==> config.mk <==
export PLATFORM = sky130hd
export DESIGN_NAME = boot_loader_ctrl
export DESIGN_NICKNAME = d
export VERILOG_FILES = /design/src/rtl/hack_boot_pkg.sv /design/src/rtl/boot_byte_timer.sv /design/src/rtl/boot_loader_ctrl.sv
export SDC_FILE = /design/constraint.sdc
export NUM_CORES = 1
export LEC_CHECK = 0
export CAP_MARGIN = 25
export CELL_PAD_IN_SITES_DETAIL_PLACEMENT = 1
export CELL_PAD_IN_SITES_GLOBAL_PLACEMENT = 2
export CORE_UTILIZATION = 28
export DETAILED_ROUTE_END_ITERATION = 7
export HOLD_SLACK_MARGIN = 0.05
export PLACE_DENSITY = 0.82
export SLEW_MARGIN = 5
export SYNTH_ARGS = -nofsm -noshare
export SYNTH_HDL_FRONTEND = slang
export SYNTH_SLANG_ARGS = --single-unit
==> constraint.sdc <==
create_clock -name clk -period 2.6 [get_ports clk]
set_clock_uncertainty 0.05 [all_clocks]
set_input_delay 0.65 -clock clk [delete_from_list [all_inputs] [get_ports clk]]
set_output_delay 0.65 -clock clk [all_outputs]
set_load 0.02 [all_outputs]
==> src/rtl/hack_boot_pkg.sv <==
// hack_boot_pkg: shared definitions for the Hack boot loader.
//   - boot_state_e : loader FSM state encoding
//   - HDR_*        : byte positions of the image header (big-endian word count)
//   - is_loading() : true in the states that hold the CPU in reset while bytes arrive
// Optional feature macro: BOOT_LOADER_CHECKSUM_EN adds the CHK_HI/CHK_LO trailer states.
package hack_boot_pkg;

  typedef enum logic [3:0] {
    ST_ROM     = 4'd0,
    ST_LEN_HI  = 4'd1,
    ST_LEN_LO  = 4'd2,
    ST_DATA_HI = 4'd3,
    ST_DATA_LO = 4'd4,
`ifdef BOOT_LOADER_CHECKSUM_EN
    ST_CHK_HI  = 4'd5,
    ST_CHK_LO  = 4'd6,
`endif
    ST_RUN     = 4'd7,
    ST_ERROR   = 4'd8
  } boot_state_e;

  // Image header: word count N, high byte first.
  localparam int HDR_LEN_HI_POS = 0;
  localparam int HDR_LEN_LO_POS = 1;
  localparam int HDR_BYTES      = 2;

  function automatic logic is_loading(boot_state_e s);
    case (s)
      ST_LEN_HI, ST_LEN_LO, ST_DATA_HI, ST_DATA_LO: is_loading = 1'b1;
`ifdef BOOT_LOADER_CHECKSUM_EN
      ST_CHK_HI, ST_CHK_LO:                         is_loading = 1'b1;
`endif
      default:                                      is_loading = 1'b0;
    endcase
  endfunction

endpackage

==> src/rtl/boot_byte_timer.sv <==
// boot_byte_timer: inter-byte watchdog for the boot loader.
//   clk, rst_n   : clock, async active-low reset
//   load_i       : restart the count at TIMEOUT (a byte arrived / load started)
//   clear_i      : park the counter at zero (loader idle); wins over load_i
//   expired_o    : counter has run down to zero
// The counter is zero when idle, so expired_o is only meaningful while the
// loader is in a loading state; the caller qualifies it.
module boot_byte_timer #(
  parameter int TIMEOUT = 50000
) (
  input  logic clk,
  input  logic rst_n,
  input  logic load_i,
  input  logic clear_i,
  output logic expired_o
);

  localparam int TW = $clog2(TIMEOUT + 1);

  logic [TW-1:0] cnt_q, cnt_d;

  always_comb begin
    cnt_d = cnt_q;
    if (clear_i)             cnt_d = '0;
    else if (load_i)         cnt_d = TW'(TIMEOUT);
    else if (cnt_q != '0)    cnt_d = cnt_q - TW'(1);
  end

  always_ff @(posedge clk or negedge rst_n) begin
    if (!rst_n) cnt_q <= '0;
    else        cnt_q <= cnt_d;
  end

  // Reaches zero TIMEOUT cycles after the cycle that loaded it.
  assign expired_o = (cnt_q == '0);

endmodule

==> src/rtl/boot_loader_ctrl.sv <==
// boot_loader_ctrl: selects boot ROM or instruction RAM for the Hack CPU and
// loads a program image from UART bytes into the RAM.
//   clk, rst_n    : clock, async active-low reset
//   load_req      : pulse, start/restart a load (any state)
//   rx_valid/data : received UART byte strobe and value
//   pc            : CPU program counter
//   rom_instr     : boot ROM word at pc
//   ram_rdata     : RAM read data at ram_addr
//   ram_addr/wdata/we : RAM port; pc in RUN, write pointer otherwise
//   instruction   : to CPU, RAM in RUN, ROM otherwise
//   cpu_reset     : CPU held in reset while loading or in ERROR
//   loading/error : status
// Image: N (16-bit, big-endian) then N words hi/lo. N > 2**RAM_AW is rejected.
// Optional feature macro: BOOT_LOADER_CHECKSUM_EN appends a 16-bit trailer that
// must equal the mod-2^16 sum of the data words.
module boot_loader_ctrl
  import hack_boot_pkg::*;
#(
  parameter int RAM_AW  = 12,
  parameter int TIMEOUT = 50000
) (
  input  logic              clk,
  input  logic              rst_n,
  input  logic              load_req,
  input  logic              rx_valid,
  input  logic [7:0]        rx_data,
  input  logic [15:0]       pc,
  input  logic [15:0]       rom_instr,
  input  logic [15:0]       ram_rdata,
  output logic [RAM_AW-1:0] ram_addr,
  output logic [15:0]       ram_wdata,
  output logic              ram_we,
  output logic [15:0]       instruction,
  output logic              cpu_reset,
  output logic              loading,
  output logic              error
);

`ifdef BOOT_LOADER_CHECKSUM_EN
  localparam boot_state_e ST_AFTER_DATA = ST_CHK_HI;
`else
  localparam boot_state_e ST_AFTER_DATA = ST_RUN;
`endif

  boot_state_e       state_q, state_d;
  logic [RAM_AW-1:0] wr_ptr_q, wr_ptr_d;
  logic [RAM_AW:0]   count_q, count_d;    // words committed so far
  logic [RAM_AW:0]   len_q, len_d;        // N, already range-checked
  logic [7:0]        hi_q, hi_d;
  logic              ram_we_q, ram_we_d;
  logic [15:0]       ram_wdata_q, ram_wdata_d;
  logic              cpu_reset_q, loading_q, error_q;
`ifdef BOOT_LOADER_CHECKSUM_EN
  logic [15:0]       sum_q, sum_d;
`endif

  logic [15:0] rx_word;
  logic        active, tmr_expired, last_commit;

  assign rx_word = {hi_q, rx_data};
  assign active  = is_loading(state_q);

  // The pointer advances on the cycle the RAM sees the write, so ram_addr
  // still points at the word being written. The final word's commit cycle is
  // therefore where the load completes.
  assign last_commit = ram_we_q && ((count_q + (RAM_AW+1)'(1)) == len_q);

  boot_byte_timer #(.TIMEOUT(TIMEOUT)) u_timer (
    .clk       (clk),
    .rst_n     (rst_n),
    .load_i    (load_req | (active & rx_valid)),
    .clear_i   (~is_loading(state_d)),
    .expired_o (tmr_expired)
  );

  always_comb begin
    state_d     = state_q;
    wr_ptr_d    = wr_ptr_q;
    count_d     = count_q;
    len_d       = len_q;
    hi_d        = hi_q;
    ram_we_d    = 1'b0;
    ram_wdata_d = ram_wdata_q;
`ifdef BOOT_LOADER_CHECKSUM_EN
    sum_d       = sum_q;
`endif

    if (ram_we_q) begin
      wr_ptr_d = wr_ptr_q + RAM_AW'(1);
      count_d  = count_q + (RAM_AW+1)'(1);
    end

    if (load_req) begin
      state_d  = ST_LEN_HI;
      wr_ptr_d = '0;
      count_d  = '0;
`ifdef BOOT_LOADER_CHECKSUM_EN
      sum_d    = '0;
`endif
    end else begin
      case (state_q)
        ST_LEN_HI: if (rx_valid) begin
          hi_d    = rx_data;
          state_d = ST_LEN_LO;
        end
        ST_LEN_LO: if (rx_valid) begin
          len_d = rx_word[RAM_AW:0];
          if (rx_word == 16'd0)                     state_d = ST_AFTER_DATA;
          else if (int'(rx_word) > (1 << RAM_AW))   state_d = ST_ERROR;
          else                                      state_d = ST_DATA_HI;
        end
        ST_DATA_HI: begin
          if (last_commit) begin
`ifdef BOOT_LOADER_CHECKSUM_EN
            // Trailer may start on the commit cycle itself.
            if (rx_valid) begin
              hi_d    = rx_data;
              state_d = ST_CHK_LO;
            end else begin
              state_d = ST_CHK_HI;
            end
`else
            state_d = ST_RUN;
`endif
          end else if (rx_valid) begin
            hi_d    = rx_data;
            state_d = ST_DATA_LO;
          end
        end
        ST_DATA_LO: if (rx_valid) begin
          ram_we_d    = 1'b1;
          ram_wdata_d = rx_word;
`ifdef BOOT_LOADER_CHECKSUM_EN
          sum_d       = sum_q + rx_word;
`endif
          state_d     = ST_DATA_HI;
        end
`ifdef BOOT_LOADER_CHECKSUM_EN
        ST_CHK_HI: if (rx_valid) begin
          hi_d    = rx_data;
          state_d = ST_CHK_LO;
        end
        ST_CHK_LO: if (rx_valid) begin
          state_d = (rx_word == sum_q) ? ST_RUN : ST_ERROR;
        end
`endif
        default: ;
      endcase

      // A byte arriving on the expiry cycle still counts.
      if (active && !rx_valid && tmr_expired) state_d = ST_ERROR;
    end
  end

  always_ff @(posedge clk or negedge rst_n) begin
    if (!rst_n) begin
      state_q     <= ST_ROM;
      wr_ptr_q    <= '0;
      count_q     <= '0;
      len_q       <= '0;
      hi_q        <= '0;
      ram_we_q    <= 1'b0;
      ram_wdata_q <= '0;
      cpu_reset_q <= 1'b0;
      loading_q   <= 1'b0;
      error_q     <= 1'b0;
`ifdef BOOT_LOADER_CHECKSUM_EN
      sum_q       <= '0;
`endif
    end else begin
      state_q     <= state_d;
      wr_ptr_q    <= wr_ptr_d;
      count_q     <= count_d;
      len_q       <= len_d;
      hi_q        <= hi_d;
      ram_we_q    <= ram_we_d;
      ram_wdata_q <= ram_wdata_d;
      // Status decoded from the next state so it lines up with state_q.
      cpu_reset_q <= is_loading(state_d) | (state_d == ST_ERROR);
      loading_q   <= is_loading(state_d);
      error_q     <= (state_d == ST_ERROR);
`ifdef BOOT_LOADER_CHECKSUM_EN
      sum_q       <= sum_d;
`endif
    end
  end

  logic unused_pc_hi;
  assign unused_pc_hi = ^pc[15:RAM_AW];

  assign ram_addr    = (state_q == ST_RUN) ? pc[RAM_AW-1:0] : wr_ptr_q;
  assign ram_wdata   = ram_wdata_q;
  assign ram_we      = ram_we_q;
  assign instruction = (state_q == ST_RUN) ? ram_rdata : rom_instr;
  assign cpu_reset   = cpu_reset_q;
  assign loading     = loading_q;
  assign error       = error_q;

endmodule

Word-level counts from Yosys, hierarchy flattened
Index checks and enable logic that the tools add are counted.
Operators by class
  add/subtract/negate cells: 3
  $mul: 0
  div/mod/pow operators: 0
  order comparisons: 1
  eq/ne operators: 13
  shift-type cells: 0
  muxes and demuxes: 27
  bitwise operators: 4
  reductions and logical operators: 14
Operators by type and width (number)
  $mux 16: 4
  $mux 12: 3
  $mux 4: 9
  $logic_not 16->1: 2
  $mux 13: 2
  $eq 4x2->1 const B: 4
  $gt 16x13->1 const B: 1
  $mux 8: 2
  $pmux 4 s4: 1
  $pmux 8 s2: 1
  $reduce_bool 16->1: 1
  $sub 16x1->16 const B: 1
  $add 13x1->13 const B: 1
  $eq 13x13->1: 1
  $add 12x1->12 const B: 1
  $eq 4x3->1 const B: 3
  $reduce_and 3->1: 3
  $eq 4x1->1 const B: 2
  $reduce_or 4->1: 2
  $mux 1: 5
  $eq 4x4->1 const B: 1
  $reduce_bool 2->1: 2
  $logic_and 1x1->1: 3
  $ne 3x1->1 const B: 1
  other kinds (5): 6
Storage, ports and cells
  bits in registers: 86
  latch bits: 0
  memory bits (writable): 0
  bits in read-only memories: 0
  bits of input ports: 60
  memories kept: 0

Logic depth before layout (Yosys ltp)
  depth in word-level cells: 11
  depth in mapped cells: 11
  depth with buffers taken out: 10

Modules after synthesis
From an unflattened synthesis, not the netlist that was laid out.
Unflattened totals
  cells, all modules: 475
  area, all modules: 4845.9 sq um
By module, submodules not included
  boot_loader_ctrl: instances 1, cells each 371, area an instance 3925.0 sq um
  boot_byte_timer: instances 1, cells each 104, area an instance 920.9 sq um

Worst setup path before layout
No wires, ideal clock.
  path type: reg2reg
  from: register count_q[0]
  to: register u_timer.cnt_q[14]
  arrival: 2.680 ns
  path slack: -0.286 ns
  cell stages (with the launch flop): 11
  path buffers: 1
  period minus slack after synthesis: 2.886 ns
  cells stage by stage: dfrtp_1 > ha_1 > and2_1 > nand3b_1 > a2111oi_0 > o2111ai_1 > nor4_2 > o21ai_2 > xnor2_2 > buf_6 > a311oi_1
On the way
  cells in the longest elaborated chain, start to end: 11
  elaborated cells on any way between the ends: 15
  those cells by class: add/sub (1); eq/ne (6); mux (6); reduce/logical (2)
Ends and longest elaborated chain
  start: declaration: line boot_loader_ctrl.sv:47  | logic [RAM_AW:0] count_q, count_d;
  start signal: assignment: line boot_loader_ctrl.sv:173  | count_q <= count_d;
  $add 13x1->13 (*): line boot_loader_ctrl.sv:66  | assign last_commit = ram_we_q && ((count_q + (RAM_AW+1)'(1)) == len_q);
  $eq 13x13->1 (*): line boot_loader_ctrl.sv:66
  $logic_and 1x1->1 (*): line boot_loader_ctrl.sv:66
  $mux 4 (*): line boot_loader_ctrl.sv:113  | if (last_commit) begin
  $pmux 4 s4 (*): line boot_loader_ctrl.sv:101  | case (state_q)
  $mux 4 (*): line boot_loader_ctrl.sv:151  | if (active && !rx_valid && tmr_expired) state_d = ST_ERROR;
  $mux 4 (*): line boot_loader_ctrl.sv:93  | if (load_req) begin
  $eq 4x1->1 (tied with other cells): line hack_boot_pkg.sv:28  | case (s)
  $reduce_or 4->1 (*): line hack_boot_pkg.sv:28
  $mux 1 (*): line hack_boot_pkg.sv:28
  $ne 3x1->1 (no source line) or $mux 16 (tied branches)
  end signal: assignment: line boot_byte_timer.sv:31  | else cnt_q <= cnt_d;
  end: declaration: line boot_byte_timer.sv:20  | logic [TW-1:0] cnt_q, cnt_d;
Every way passes the cells marked *; elsewhere a longest branch is shown, timed or not.
A chain may end at the register's enable or synchronous reset.

Final worst setup path
  from: register u_timer.cnt_q[2]
  to: register u_timer.cnt_q[9]
On the way
  cells in the longest elaborated chain, start to end: 8
  elaborated cells on any way between the ends: 16
  those cells by class: add/sub (1); eq/ne (5); mux (6); reduce/logical (4)
Ends and longest elaborated chain
  $logic_not 16->1: line boot_byte_timer.sv:35  | assign expired_o = (cnt_q == '0);
  $logic_and 1x1->1: line boot_loader_ctrl.sv:151
  $mux 4: line boot_loader_ctrl.sv:151
  $mux 4: line boot_loader_ctrl.sv:93
  $eq 4x1->1 (tied with other cells): line hack_boot_pkg.sv:28
  $reduce_or 4->1: line hack_boot_pkg.sv:28
  $mux 1: line hack_boot_pkg.sv:28
  $ne 3x1->1 (no source line) or $mux 16 (tied branches)
Several ways; a longest one is shown, not always the timed one. The select of a mux whose other input is x is not followed.

==> qor.csv <==
metric,value,unit
sequential share of the synthesized area,0.454,
period utilization,1.09,
Clk pwr share,0.227,
grt peak-use layer,met2,
via count,4351,
CP arrival,3.03,ns
boundary pin count,108,
post-synth cell types,56,
Critical Path RT,2.80,ns
Tightest Pin Transition,0.651,ns
CTS Hold Buffers Added,0,
met2 Use GR,0.307,
Finished Core Util,0.433,
Post-synth ARST share,1.00,
PwrDens,800,mW/mm^2
synthesized net count,546,
Worst Path Max Fanout,17,
drt first pass iters,4,
root buffer cell,clkbuf_16,
max frequency,0.353,GHz
setup TNS,-2.98,ns
global-route wire length before repair,24000,um
Final #Nets,726,
worst setup path category,register to register,
die area,0.0175,sq mm
initial DRC count,128,
Synth Instances,483,
drt via density,4.90,
P_leak,3.14,nW
failing checks,setup timing,
Core Rows,47,
Core Area,0.0166,sq mm
GP Congestion,0.810,
"Primary FF master, synth",dfrtp_1,
Routed WL,14900,um
CTS max path bufs,2,
drt wl/cell,16.8,um
post-synthesis sequential element count,86,
Reg power frac,0.340,
Port Buffers,103,
sw frac,0.358,
n_diodes,0,
layout cells sized above 1,0.344,
GR Layer Usage met1,0.207,
final slew viol count,0,
Worst R2R Start,u_timer.cnt_q[2],
grt met3 use,0.0384,
total gr overflow,0,
peak supply drop,0.475,mV
clk sinks,86,
final worst slack,-0.231,ns
Fin. Hold Viols,0,
Setup crit end kind,register,
Die X,132,um
drt drc,0,
CP startpoint,u_timer.cnt_q[2],
Pint,3.68,mW
Detail Route Antenna Nets,0,
Synth Area per Inst,9.82,sq um
Max-Cap Viols,0,
Net Sw Power,2.06,mW
synth warn,0,
RSZ-0062 raised after global routing,yes,
crit path launch type,register,
HP Class,primary input to asynchronous set/reset pin,
vias in the first global route,4732,
initial antenna violation count,0,
Post-synth EDFFs,0,
chip height,132,um
Layout area overhead,51.3,%
CTS tree,done,
HPWL Detailed,10200,um
clock slew at reported path FFs,0.06,ns
Initial Util,0.286,
largest net degree at the start of global routing,87,
Worst-Skew Late Latency,0.35,ns
cts bufs inserted,9,
Max-Slew Margin vs Limit,0.565,
GR Util All Layers,0.173,
crit path time final,2.83,ns
status,"finished, violations left",
CTS HTree Levels,3,
Gate power share,0.433,
"Setup violations, final",19,
synthesized area,0.00474,sq mm
==> per-layer routing <==
metal,wire [um],vias to the layer above
met1,6580,2168
met4,209,0
li1,-,2059
met3,656,14
met2,7480,110
met5,0,-
==> per-stage QoR <==
| step | instance area, sq um | hold slack [ns] | cells | total power, mW | worst slack (ns) |
|---|---|---|---|---|---|
| detailed placement | 6620 | 0.416 | 861 | 4.24 | -0.758 |
| global placement | 6620 | 0.412 | 861 | 4.13 | -0.596 |
| finish | 7170 | 0.273 | 888 | 5.74 | -0.231 |
| floorplan | 4760 | 0.304 | 483 | 3.19 | -0.274 |
| global route | 7170 | 0.324 | 888 | 6.07 | -0.290 |
| CTS | 7080 | 0.308 | 882 | 5.71 | -0.210 |
==> worst paths after layout <==
check	end	slack [ns]	cells past startpoint
worst max-delay path	u_timer.cnt_q[9]	-0.23	10
worst min-delay path	wr_ptr_q[6]	0.27	2
worst max register to register	u_timer.cnt_q[9]	-0.23	10
worst min register to register	ram_wdata[8]	0.43	2
max in group asynchronous	count_q[0]	1.84	2
min in group clk	ram_wdata[8]	0.43	2
==> synth_stat cells, drive strengths merged (2+ instances only) <==
master | count | area share
o31ai | 4 | 0.0063
xor2 | 20 | 0.037
ha | 3 | 0.0079
nand2b | 2 | 0.0026
nor4 | 20 | 0.032
nand2 | 78 | 0.062
nor3 | 7 | 0.0074
a21oi | 12 | 0.017
o2111ai | 2 | 0.0037
or3 | 11 | 0.016
a211oi | 4 | 0.0063
buf | 8 | 0.0092
mux2 | 47 | 0.11
dfrtp | 86 | 0.45
o32ai | 2 | 0.0037
nand4 | 10 | 0.013
xnor2 | 28 | 0.053
a31oi | 3 | 0.0040
and3 | 7 | 0.0092
mux2i | 6 | 0.013
nor2b | 3 | 0.0040
nor2 | 38 | 0.030
o21ai | 14 | 0.016
a311oi | 2 | 0.0037
inv | 12 | 0.0095
nor3b | 2 | 0.0032
clkbuf | 16 | 0.013
or4 | 4 | 0.0071
nand3 | 15 | 0.016
==> registers in the layout (all words and copies together), names as in the netlist <==
| register | flops |
|---|---|
| ram_wdata | 16 |
| loading | 1 |
| hi_q | 8 |
| u_timer.cnt_q | 16 |
| state_q | 4 |
| error | 1 |
| count_q | 13 |
| len_q | 13 |
| cpu_reset | 1 |
| wr_ptr_q | 12 |
| ram_we | 1 |
==> worst max-delay path, stage by stage (launching register included) <==
cell      delay, ns
dfrtp_1        0.38
or4_4          0.54
or4_4          0.45
o311ai_2       0.24
buf_4          0.16
a31o_1         0.13
nand2_2        0.07
a21oi_4        0.14
xnor2_2        0.10
buf_12         0.17
a311oi_2       0.28
==> power by group through the flow <==
| stage | sequential, mW | clock (mW) | combinational [mW] |
|---|---|---|---|
| 3_5_place_dp | 1.96 | 0 | 2.28 |
| 5_1_grt | 1.99 | 1.39 | 2.69 |
| 3_3_place_gp | 1.94 | 0 | 2.19 |
| 4_1_cts | 1.95 | 1.34 | 2.43 |
| 2_1_floorplan | 2.06 | 0 | 1.13 |
| 6_report | 1.95 | 1.30 | 2.49 |
==> placed cells by master, fill, tap and decap left out, types with 3 or more instances in the layout <==
| master | synthesis | layout |
|---|---|---|
| or3_1 | 10 | 9 |
| nand2_1 | 77 | 76 |
| nand4_1 | 10 | 10 |
| nor4_1 | 16 | 6 |
| xor2_1 | 20 | 20 |
| and3_1 | 7 | 5 |
| xnor2_1 | 27 | 26 |
| o21ai_2 | 1 | 3 |
| buf_2 | 5 | 26 |
| clkinv_2 | 0 | 4 |
| clkdlybuf4s50_1 | 0 | 71 |
| nor3_1 | 7 | 6 |
| mux2i_1 | 6 | 6 |
| nor4_2 | 4 | 8 |
| nor2_1 | 38 | 38 |
| dfrtp_2 | 0 | 5 |
| nand3_1 | 15 | 15 |
| o21ai_0 | 12 | 10 |
| inv_1 | 12 | 12 |
| a211oi_1 | 4 | 4 |
| mux2_2 | 47 | 47 |
| buf_12 | 0 | 6 |
| a21oi_1 | 10 | 9 |
| clkbuf_16 | 0 | 10 |
| dfrtp_1 | 86 | 81 |
| nor4_4 | 0 | 6 |
| buf_6 | 1 | 9 |
| dlymetal6s2s_1 | 0 | 3 |
| buf_4 | 0 | 76 |
| o31ai_1 | 4 | 4 |
==> cells by family after synthesis <==
family,share of synthesized area
AO/OA/AOI/OAI,0.0813
XOR/XNOR,0.0903
adder cells (fa/ha/maj),0.00792
buffers and inverters,0.0322
flip-flops,0.454
multiplexers,0.124
AND/OR/NAND/NOR,0.210
==> area by class of cell <==
cell class | instances | area, sq um
clock buffer | 10 | 229
clock inverter | 6 | 62.6
fill | 1854 | 9410
inverter | 13 | 50.0
multi-input combinational | 360 | 2680
sequential | 86 | 2160
tap | 220 | 275
timing repair buffer | 193 | 1720
==> what timing repair did <==
item                                    4_1_cts  5_1_grt
resized for setup                           125       50
buffers inserted                              5        5
pin swaps                                     9        8
hold endpoints to repair                      0        0
cloned                                        1        2
endpoints found under the setup margin       54       44
(Power assumes the default switching activity.)
